==> src/rtl/rv32_pkg.sv <==
// Shared RV32I definitions for the pipeline: opcodes, load funct3 codes,
// the bubble instruction and the performance counter width.
package rv32_pkg;

   localparam logic [6:0] LOAD   = 7'b0000011;
   localparam logic [6:0] STORE  = 7'b0100011;
   localparam logic [6:0] BRANCH = 7'b1100011;
   localparam logic [6:0] JAL    = 7'b1101111;
   localparam logic [6:0] JALR   = 7'b1100111;
   localparam logic [6:0] LUI    = 7'b0110111;
   localparam logic [6:0] AUIPC  = 7'b0010111;
   localparam logic [6:0] OP     = 7'b0110011;
   localparam logic [6:0] OP_IMM = 7'b0010011;
   localparam logic [6:0] SYSTEM = 7'b1110011;

   localparam logic [2:0] F3_LB  = 3'd0;
   localparam logic [2:0] F3_LH  = 3'd1;
   localparam logic [2:0] F3_LW  = 3'd2;
   localparam logic [2:0] F3_LBU = 3'd4;
   localparam logic [2:0] F3_LHU = 3'd5;

   // addi x0,x0,0: the bubble injected on reset and flush
   localparam logic [31:0] NOP_INSTR = 32'h0000_0013;

   localparam int CNT_W = 32;

endpackage

==> src/rtl/mwb_stage_if.sv <==
// Signal bundle between the execute side / memories and the MWB stage.
// There is no valid/ready handshake: every input is sampled each cycle,
// stall holds the stage registers and flush replaces the incoming
// instruction with a bubble (flush has priority over stall).
interface mwb_stage_if #(
   parameter int CNT_W = rv32_pkg::CNT_W
);
   logic             stall;
   logic             flush;
   logic [31:0]      instruction_EXE;
   logic [31:0]      PC;
   logic [31:0]      ALU_result;
   logic [31:0]      DMEM_data_out;
   logic [31:0]      IO_data_out;
   logic             cnt_clr;
   logic [31:0]      instruction_MWB;
   logic [31:0]      DataDin;
   logic             Reg_WE;
   logic [4:0]       fwd_rd;
   logic             fwd_valid;
   logic [CNT_W-1:0] cycle_cnt;
   logic [CNT_W-1:0] instret_cnt;

   // driven by execute / memories / counter control
   modport master (
      output stall, flush, instruction_EXE, PC, ALU_result,
             DMEM_data_out, IO_data_out, cnt_clr,
      input  instruction_MWB, DataDin, Reg_WE, fwd_rd, fwd_valid,
             cycle_cnt, instret_cnt
   );

   // the MWB stage itself
   modport slave (
      input  stall, flush, instruction_EXE, PC, ALU_result,
             DMEM_data_out, IO_data_out, cnt_clr,
      output instruction_MWB, DataDin, Reg_WE, fwd_rd, fwd_valid,
             cycle_cnt, instret_cnt
   );
endinterface

==> src/rtl/load_extract.sv <==
// Load data alignment: picks the byte/half/word addressed by addr_i out of
// the read word and sign- or zero-extends it according to funct3.
module load_extract
   import rv32_pkg::*;
(
   input  logic [31:0] word_i,
   input  logic [2:0]  funct3_i,
   input  logic [1:0]  addr_i,
   output logic [31:0] data_o
);

   logic [7:0]  byte_sel;
   logic [15:0] half_sel;

   // lane select then extension; addr_i[0] is ignored for halves
   always_comb begin
      byte_sel = word_i[7:0];
      case (addr_i)
         2'd1:    byte_sel = word_i[15:8];
         2'd2:    byte_sel = word_i[23:16];
         2'd3:    byte_sel = word_i[31:24];
         default: byte_sel = word_i[7:0];
      endcase
      half_sel = addr_i[1] ? word_i[31:16] : word_i[15:0];
      data_o   = '0;
      case (funct3_i)
         F3_LB:   data_o = {{24{byte_sel[7]}}, byte_sel};
         F3_LBU:  data_o = {24'd0, byte_sel};
         F3_LH:   data_o = {{16{half_sel[15]}}, half_sel};
         F3_LHU:  data_o = {16'd0, half_sel};
         F3_LW:   data_o = word_i;
         default: data_o = '0;
      endcase
   end

endmodule

==> src/rtl/mwb_stage.sv <==
// Memory/writeback stage: registers the execute results, extracts load
// data, selects register-file write data and enable, exports the
// forwarding tap and keeps the cycle / retired-instruction counters.
module mwb_stage
   import rv32_pkg::*;
#(
   parameter logic [31:0] NOP_VAL   = NOP_INSTR,
   parameter logic [3:0]  IO_NIBBLE = 4'h8,
   parameter int          CW        = CNT_W
) (
   input  logic        clk,
   input  logic        rst,
   mwb_stage_if.slave  bus
);

   logic [31:0]   instr_q, instr_d;
   logic [31:0]   pc_q, pc_d;
   logic [31:0]   alu_q, alu_d;
   logic [CW-1:0] cyc_q, cyc_d;
   logic [CW-1:0] ret_q, ret_d;

   logic [31:0] src_word;
   logic [31:0] load_data;
   logic [31:0] wb_data;
   logic        wb_class;
   logic [4:0]  rd;

   // pipeline register next state: flush beats stall, stall holds
   always_comb begin
      instr_d = instr_q;
      pc_d    = pc_q;
      alu_d   = alu_q;
      if (bus.flush) begin
         instr_d = NOP_VAL;
         pc_d    = bus.PC;
         alu_d   = bus.ALU_result;
      end else if (!bus.stall) begin
         instr_d = bus.instruction_EXE;
         pc_d    = bus.PC;
         alu_d   = bus.ALU_result;
      end
   end

   // counters: a stalled instruction retires only on the cycle it leaves
   always_comb begin
      cyc_d = cyc_q + CW'(1);
      ret_d = ret_q;
      if (instr_q != NOP_VAL && !bus.stall) ret_d = ret_q + CW'(1);
      if (bus.cnt_clr) begin
         cyc_d = '0;
         ret_d = '0;
      end
   end

   // state registers with synchronous reset
   always_ff @(posedge clk) begin
      if (rst) begin
         instr_q <= NOP_VAL;
         pc_q    <= '0;
         alu_q   <= '0;
         cyc_q   <= '0;
         ret_q   <= '0;
      end else begin
         instr_q <= instr_d;
         pc_q    <= pc_d;
         alu_q   <= alu_d;
         cyc_q   <= cyc_d;
         ret_q   <= ret_d;
      end
   end

   assign src_word = (alu_q[31:28] == IO_NIBBLE) ? bus.IO_data_out : bus.DMEM_data_out;

   load_extract u_load_extract (
      .word_i   (src_word),
      .funct3_i (instr_q[14:12]),
      .addr_i   (alu_q[1:0]),
      .data_o   (load_data)
   );

   // writeback mux; store/branch/system/unknown pass alu_q with no write
   always_comb begin
      wb_data  = alu_q;
      wb_class = 1'b0;
      case (instr_q[6:0])
         LOAD:                    begin wb_data = load_data;      wb_class = 1'b1; end
         JAL, JALR:               begin wb_data = pc_q + 32'd4;   wb_class = 1'b1; end
         LUI, AUIPC, OP, OP_IMM:  begin wb_data = alu_q;          wb_class = 1'b1; end
         default:                 begin wb_data = alu_q;          wb_class = 1'b0; end
      endcase
   end

   assign rd                  = instr_q[11:7];
   assign bus.instruction_MWB = instr_q;
   assign bus.DataDin         = wb_data;
   assign bus.Reg_WE          = wb_class && (rd != 5'd0);
   assign bus.fwd_rd          = rd;
   assign bus.fwd_valid       = bus.Reg_WE;
   assign bus.cycle_cnt       = cyc_q;
   assign bus.instret_cnt     = ret_q;

endmodule

==> src/flat_wrapper.sv <==
// flat-port wrapper written by rule: the top's interface ports become plain ports
module mwb_stage_flat import rv32_pkg::*;
#(
   parameter logic [31:0] NOP_VAL   = NOP_INSTR,
   parameter logic [3:0]  IO_NIBBLE = 4'h8,
   parameter int          CW        = CNT_W
)
  (clk, rst, bus_stall, bus_flush, bus_instruction_EXE, bus_PC, bus_ALU_result, bus_DMEM_data_out, bus_IO_data_out, bus_cnt_clr, bus_instruction_MWB, bus_DataDin, bus_Reg_WE, bus_fwd_rd, bus_fwd_valid, bus_cycle_cnt, bus_instret_cnt);
  mwb_stage_if bus_i ();
  input  logic clk;
  input  logic rst;
  input wire logic [$bits(bus_i.stall)-1:0] bus_stall;
  input wire logic [$bits(bus_i.flush)-1:0] bus_flush;
  input wire logic [$bits(bus_i.instruction_EXE)-1:0] bus_instruction_EXE;
  input wire logic [$bits(bus_i.PC)-1:0] bus_PC;
  input wire logic [$bits(bus_i.ALU_result)-1:0] bus_ALU_result;
  input wire logic [$bits(bus_i.DMEM_data_out)-1:0] bus_DMEM_data_out;
  input wire logic [$bits(bus_i.IO_data_out)-1:0] bus_IO_data_out;
  input wire logic [$bits(bus_i.cnt_clr)-1:0] bus_cnt_clr;
  output wire logic [$bits(bus_i.instruction_MWB)-1:0] bus_instruction_MWB;
  output wire logic [$bits(bus_i.DataDin)-1:0] bus_DataDin;
  output wire logic [$bits(bus_i.Reg_WE)-1:0] bus_Reg_WE;
  output wire logic [$bits(bus_i.fwd_rd)-1:0] bus_fwd_rd;
  output wire logic [$bits(bus_i.fwd_valid)-1:0] bus_fwd_valid;
  output wire logic [$bits(bus_i.cycle_cnt)-1:0] bus_cycle_cnt;
  output wire logic [$bits(bus_i.instret_cnt)-1:0] bus_instret_cnt;
  assign bus_i.stall = bus_stall;
  assign bus_i.flush = bus_flush;
  assign bus_i.instruction_EXE = bus_instruction_EXE;
  assign bus_i.PC = bus_PC;
  assign bus_i.ALU_result = bus_ALU_result;
  assign bus_i.DMEM_data_out = bus_DMEM_data_out;
  assign bus_i.IO_data_out = bus_IO_data_out;
  assign bus_i.cnt_clr = bus_cnt_clr;
  assign bus_instruction_MWB = bus_i.instruction_MWB;
  assign bus_DataDin = bus_i.DataDin;
  assign bus_Reg_WE = bus_i.Reg_WE;
  assign bus_fwd_rd = bus_i.fwd_rd;
  assign bus_fwd_valid = bus_i.fwd_valid;
  assign bus_cycle_cnt = bus_i.cycle_cnt;
  assign bus_instret_cnt = bus_i.instret_cnt;
  mwb_stage #(.NOP_VAL(NOP_VAL), .IO_NIBBLE(IO_NIBBLE), .CW(CW)) u_core (.clk(clk), .rst(rst), .bus(bus_i));
endmodule
==> config.mk <==
export PLATFORM = sky130hd
export DESIGN_NAME = mwb_stage_flat
export DESIGN_NICKNAME = d
export VERILOG_FILES = /design/src/rtl/rv32_pkg.sv /design/src/rtl/mwb_stage_if.sv /design/src/rtl/load_extract.sv /design/src/rtl/mwb_stage.sv /design/src/flat_wrapper.sv
export SDC_FILE = /design/constraint.sdc
export NUM_CORES = 1
export LEC_CHECK = 0
export ABC_AREA = 1
export BUFFER_PORTS_ARGS = -buffer_cell sky130_fd_sc_hd__buf_2
export CORE_ASPECT_RATIO = 0.5
export CORE_MARGIN = 1
export CORE_UTILIZATION = 35
export CTS_CLUSTER_DIAMETER = 50
export CTS_CLUSTER_SIZE = 25
export DETAILED_ROUTE_END_ITERATION = 8
export HOLD_SLACK_MARGIN = 0.08
export SETUP_SLACK_MARGIN = 0.2
export SYNTH_ARGS = -nofsm -noshare
export SYNTH_HDL_FRONTEND = slang
export SYNTH_SLANG_ARGS = --single-unit
export TNS_END_PERCENT = 1
==> constraint.sdc <==
create_clock -name clk -period 1.5 [get_ports clk]
set_input_delay 0.075 -clock clk [delete_from_list [all_inputs] [get_ports clk]]
set_output_delay 0.075 -clock clk [all_outputs]
set_load 0.05 [all_outputs]
==> results by group <==
Cells and area
  – Area grow syn2layout: 66.38%
  – Layout net count: 2388
  – Final instance area: 16400 µm²
  – Share of layout cells above drive strength 1: 37.71%
  – Final non-filler cell total: 2608
  – Fillers: 2514

Synthesis
  – Leading area contributor after synthesis: dfxtp_1
  – Post-Synthesis Cell Area: 9858 µm²
  – Mapped Nets: 1773
  – Adder-cell area share of the yosys netlist: 0.3808%
  – Post-Synth XOR/XNOR Area: 2.043%
  – Syn_area_per_cell: 6.142 µm²
  – Share of the synthesized area in the top cell type: 32.49%
  – Complex-gate fraction of the synthesized area: 14.62%
  – Synth area leaders: dfxtp_1 (32%), nand2_1 (18%), nor2_1 (9.6%)
  – Synth Area in Simple Gates: 41.00%
  – Synth unique cells: 45
  – Multiplexer area fraction after synthesis: 0%
  – Register area share after synthesis: 32.49%
  – Largest family of logic cells by synthesized area: simple AND/OR/NAND/NOR gates
  – Gate Count Post-Synth: 1605
  – Synth Warn #: 0
  – Yosys reg bits: 160

Power and ir drop
  – Static Leak: 7.677 nW
  – PwrDens: 752.0 nW/µm²
  – Peak supply drop: 878.7 µV

Placement
  – Hpwl dp: 31230 µm
  – Buffers on Ports: 299
  – Gpl congestion: 1.016
  – Placement Cell Area: 13620 µm²
  – Placed cell count: 2469

Clocking
  – Clk_lat worst skew: 0.45 ns
  – CTS tree: yes
  – # clock sinks: 160
  – Root Driver: clkbuf_16
  – TritonCTS Buffers: 17
  – H-tree Lvls: 4
  – Reg clk slew, reported paths: 0.07 ns
  – Clock Path Buffers: 2

Detailed routing
  – Vias per cell: 4.948
  – Initial DRT Pass Iterations: 5
  – Drt total wl: 42370 µm
  – Via count: 12900
  – Wire per inst: 16.25 µm
  – # DRC: 0
  – Drt initial violations: 865
  – Post-route ant nets: 0

Worst setup path
  – CP arrival: 2.24 ns
  – WS Path Type: reg -> out
  – Critical Path Sink Type: output pin
  – Crit path launch type: flop
  – R2r worst-path depth: 8
  – Crit-path max FO: 6
  – Worst Path Required: 1.42 ns

Flow run
  – Number of max-cap violations: 0

STA
  – Fin crit share: 154.1%
  – Final setup violating endpoints: 67
  – Final Skew: 0.01259 ns
  – Final worst setup slack: -0.8111 ns
  – Endpoints failing hold: 0
  – Relative slew slack: 58.94%
  – RSZ-0062 raised after global routing: yes
  – Fmax: 432.7 MHz
  – Pin slew with the least headroom to its limit: 0.6121 ns
  – Slew Limit Fails: 0
  – Fin crit period: 2.311 ns

Global routing
  – GR Util All Layers: 29.42%
  – Antenna violations before repair: 1
  – Largest net degree at the start of global routing: 62
  – Gr ovfl total: 0
  – First-pass GRT wire length: 65630 µm
  – Vias in the first global route: 12370

Die
  – DIE AREA: 28880 µm²
  – Cell Rows: 42
  – Io pins: 300
  – Initial core utilization: 36.43%
  – Die height: 120.7 µm
  – Die W: 239.3 µm
  – Total core area: 27060 µm²

Min path
  – Hold depth: 4
  – Hold WC Path Type: in -> reg

Run status
  – Failing checks: setup timing
  – Status: finished, violations left
sequential cells by signal, summed over array words and instances (netlist names):
signal                      cells
u_core.alu_q                   32
u_core.bus.cycle_cnt           32
u_core.bus.instret_cnt         32
u_core.bus.instruction_MWB     32
u_core.pc_q                    32
cell type report:
type,instances,area (µm²),share of cell area [%]
Multi-Input combinational cell,1239,6506,39.67
Timing Repair Buffer,663,5026,30.64
Sequential cell,160,3263,19.89
Inverter,139,524.3,3.196
Clock buffer,20,467.9,2.853
Tap cell,374,467.9,2.853
Clock inverter,12,143.9,0.8773
Antenna cell,1,2.502,0.01526
routing by layer:
metal	share of wire (%)	track usage, %
met5	0	0
met4	2.9	10.62
met3	5.3	4.452
met2	47	50.07
met1	45	37.73
worst max-delay path, cell delays in order (launching register included):
cell and delay, ns:
dfxtp_2 0.34, inv_2 0.05, nor2_4 0.12, nand2_4 0.10, buf_12 0.15, nand2_4 0.07, nand3_4 0.11, nand2_4 0.10
nand2_4 0.06, nand2_8 0.14, nand2_8 0.12, nand3_4 0.14, nand2_4 0.07, nand2_4 0.07, buf_8 0.14
final timing paths:
check                                      from                             to  slack, ns
setup / recovery               u_core.alu_q[31]                 bus_DataDin[8]      -0.81
hold reg to reg   u_core.bus.instruction_MWB[9]  u_core.bus.instruction_MWB[9]       0.47
hold / removal                        bus_flush  u_core.bus.instruction_MWB[4]       0.14
setup reg to reg      u_core.bus.instret_cnt[0]     u_core.bus.instret_cnt[20]      -0.09
kinds of logic (layout without fill, tap and decap cells):
| logic type | count (synthesis) | after routing |
|---|---|---|
| flops | 160 | 160 |
| buf+inv | 209 | 834 |
| fa+ha+maj | 3 | 3 |
| compound gates | 271 | 271 |
| simple gates | 939 | 942 |
| xor+xnor | 23 | 23 |
| other cells | 0 | 1 |
where the power goes:
part | internal [mW] | switching (mW) | leakage [nW] | total [mW]
Combinational | 1.31 | 1.86 | 6.05 | 3.17
Clock | 2.63 | 1.99 | 0.295 | 4.62
Sequential | 4.41 | 0.129 | 1.33 | 4.54
Total | 8.35 | 3.98 | 7.68 | 12.3
stage by stage:
step                      hold WS (ns)  setup WS [ns]  power [mW]  util [%]  TNS (ns)
after floorplan                 0.1875        -0.3089       6.117         -    -14.43
after CTS                       0.1243        -0.8104       12.25     59.23    -28.46
after global routing            0.1522        -0.8850       12.83     60.61    -35.16
final                           0.1375        -0.8111       12.33     60.61    -25.80
after global placement          0.2791        -0.5635       7.072     50.33    -19.02
after detailed placement        0.2864        -0.6022       7.086     50.33    -21.13
cell usage after synthesis (all sizes together):
cell / instances
a211oi: 1
a21boi: 1
a21o: 1
a21oi: 119
a22oi: 2
and2: 2
buf: 35
clkbuf: 35
clkinv: 4
dfxtp: 160
ha: 3
inv: 135
nand2: 476
nand3: 122
nand3b: 12
nand4: 13
nor2: 264
nor3: 29
nor3b: 6
nor4: 4
o211ai: 8
o21a: 1
o21ai: 135
o21bai: 2
o31ai: 1
or2: 11
xnor2: 7
xor2: 16
cell usage in the layout (no fill, tap or decap), types with 18 or more instances in the layout:
cell type / instances
nand2_1: 431
buf_4: 273
buf_2: 231
nor2_1: 219
inv_1: 124
dfxtp_1: 122
a21oi_1: 114
o21ai_0: 105
dlygate4sd3_1: 99
nand3_1: 79
nand3_2: 37
dfxtp_2: 33
nor2_2: 29
nand2_2: 27
buf_6: 23
clkbuf_16: 18
buf_8: 18
repair_timing:
action | 4_1_cts | 5_1_grt
hold endpoints to repair | 104 | 0
gates resized for setup | 218 | 115
setup buffers | 1 | 1
pin swaps | 35 | 34
gates cloned | 5 | 0
hold buffers | 99 | 0
setup endpoints to repair | 114 | 118
(Power assumes the default switching activity.)
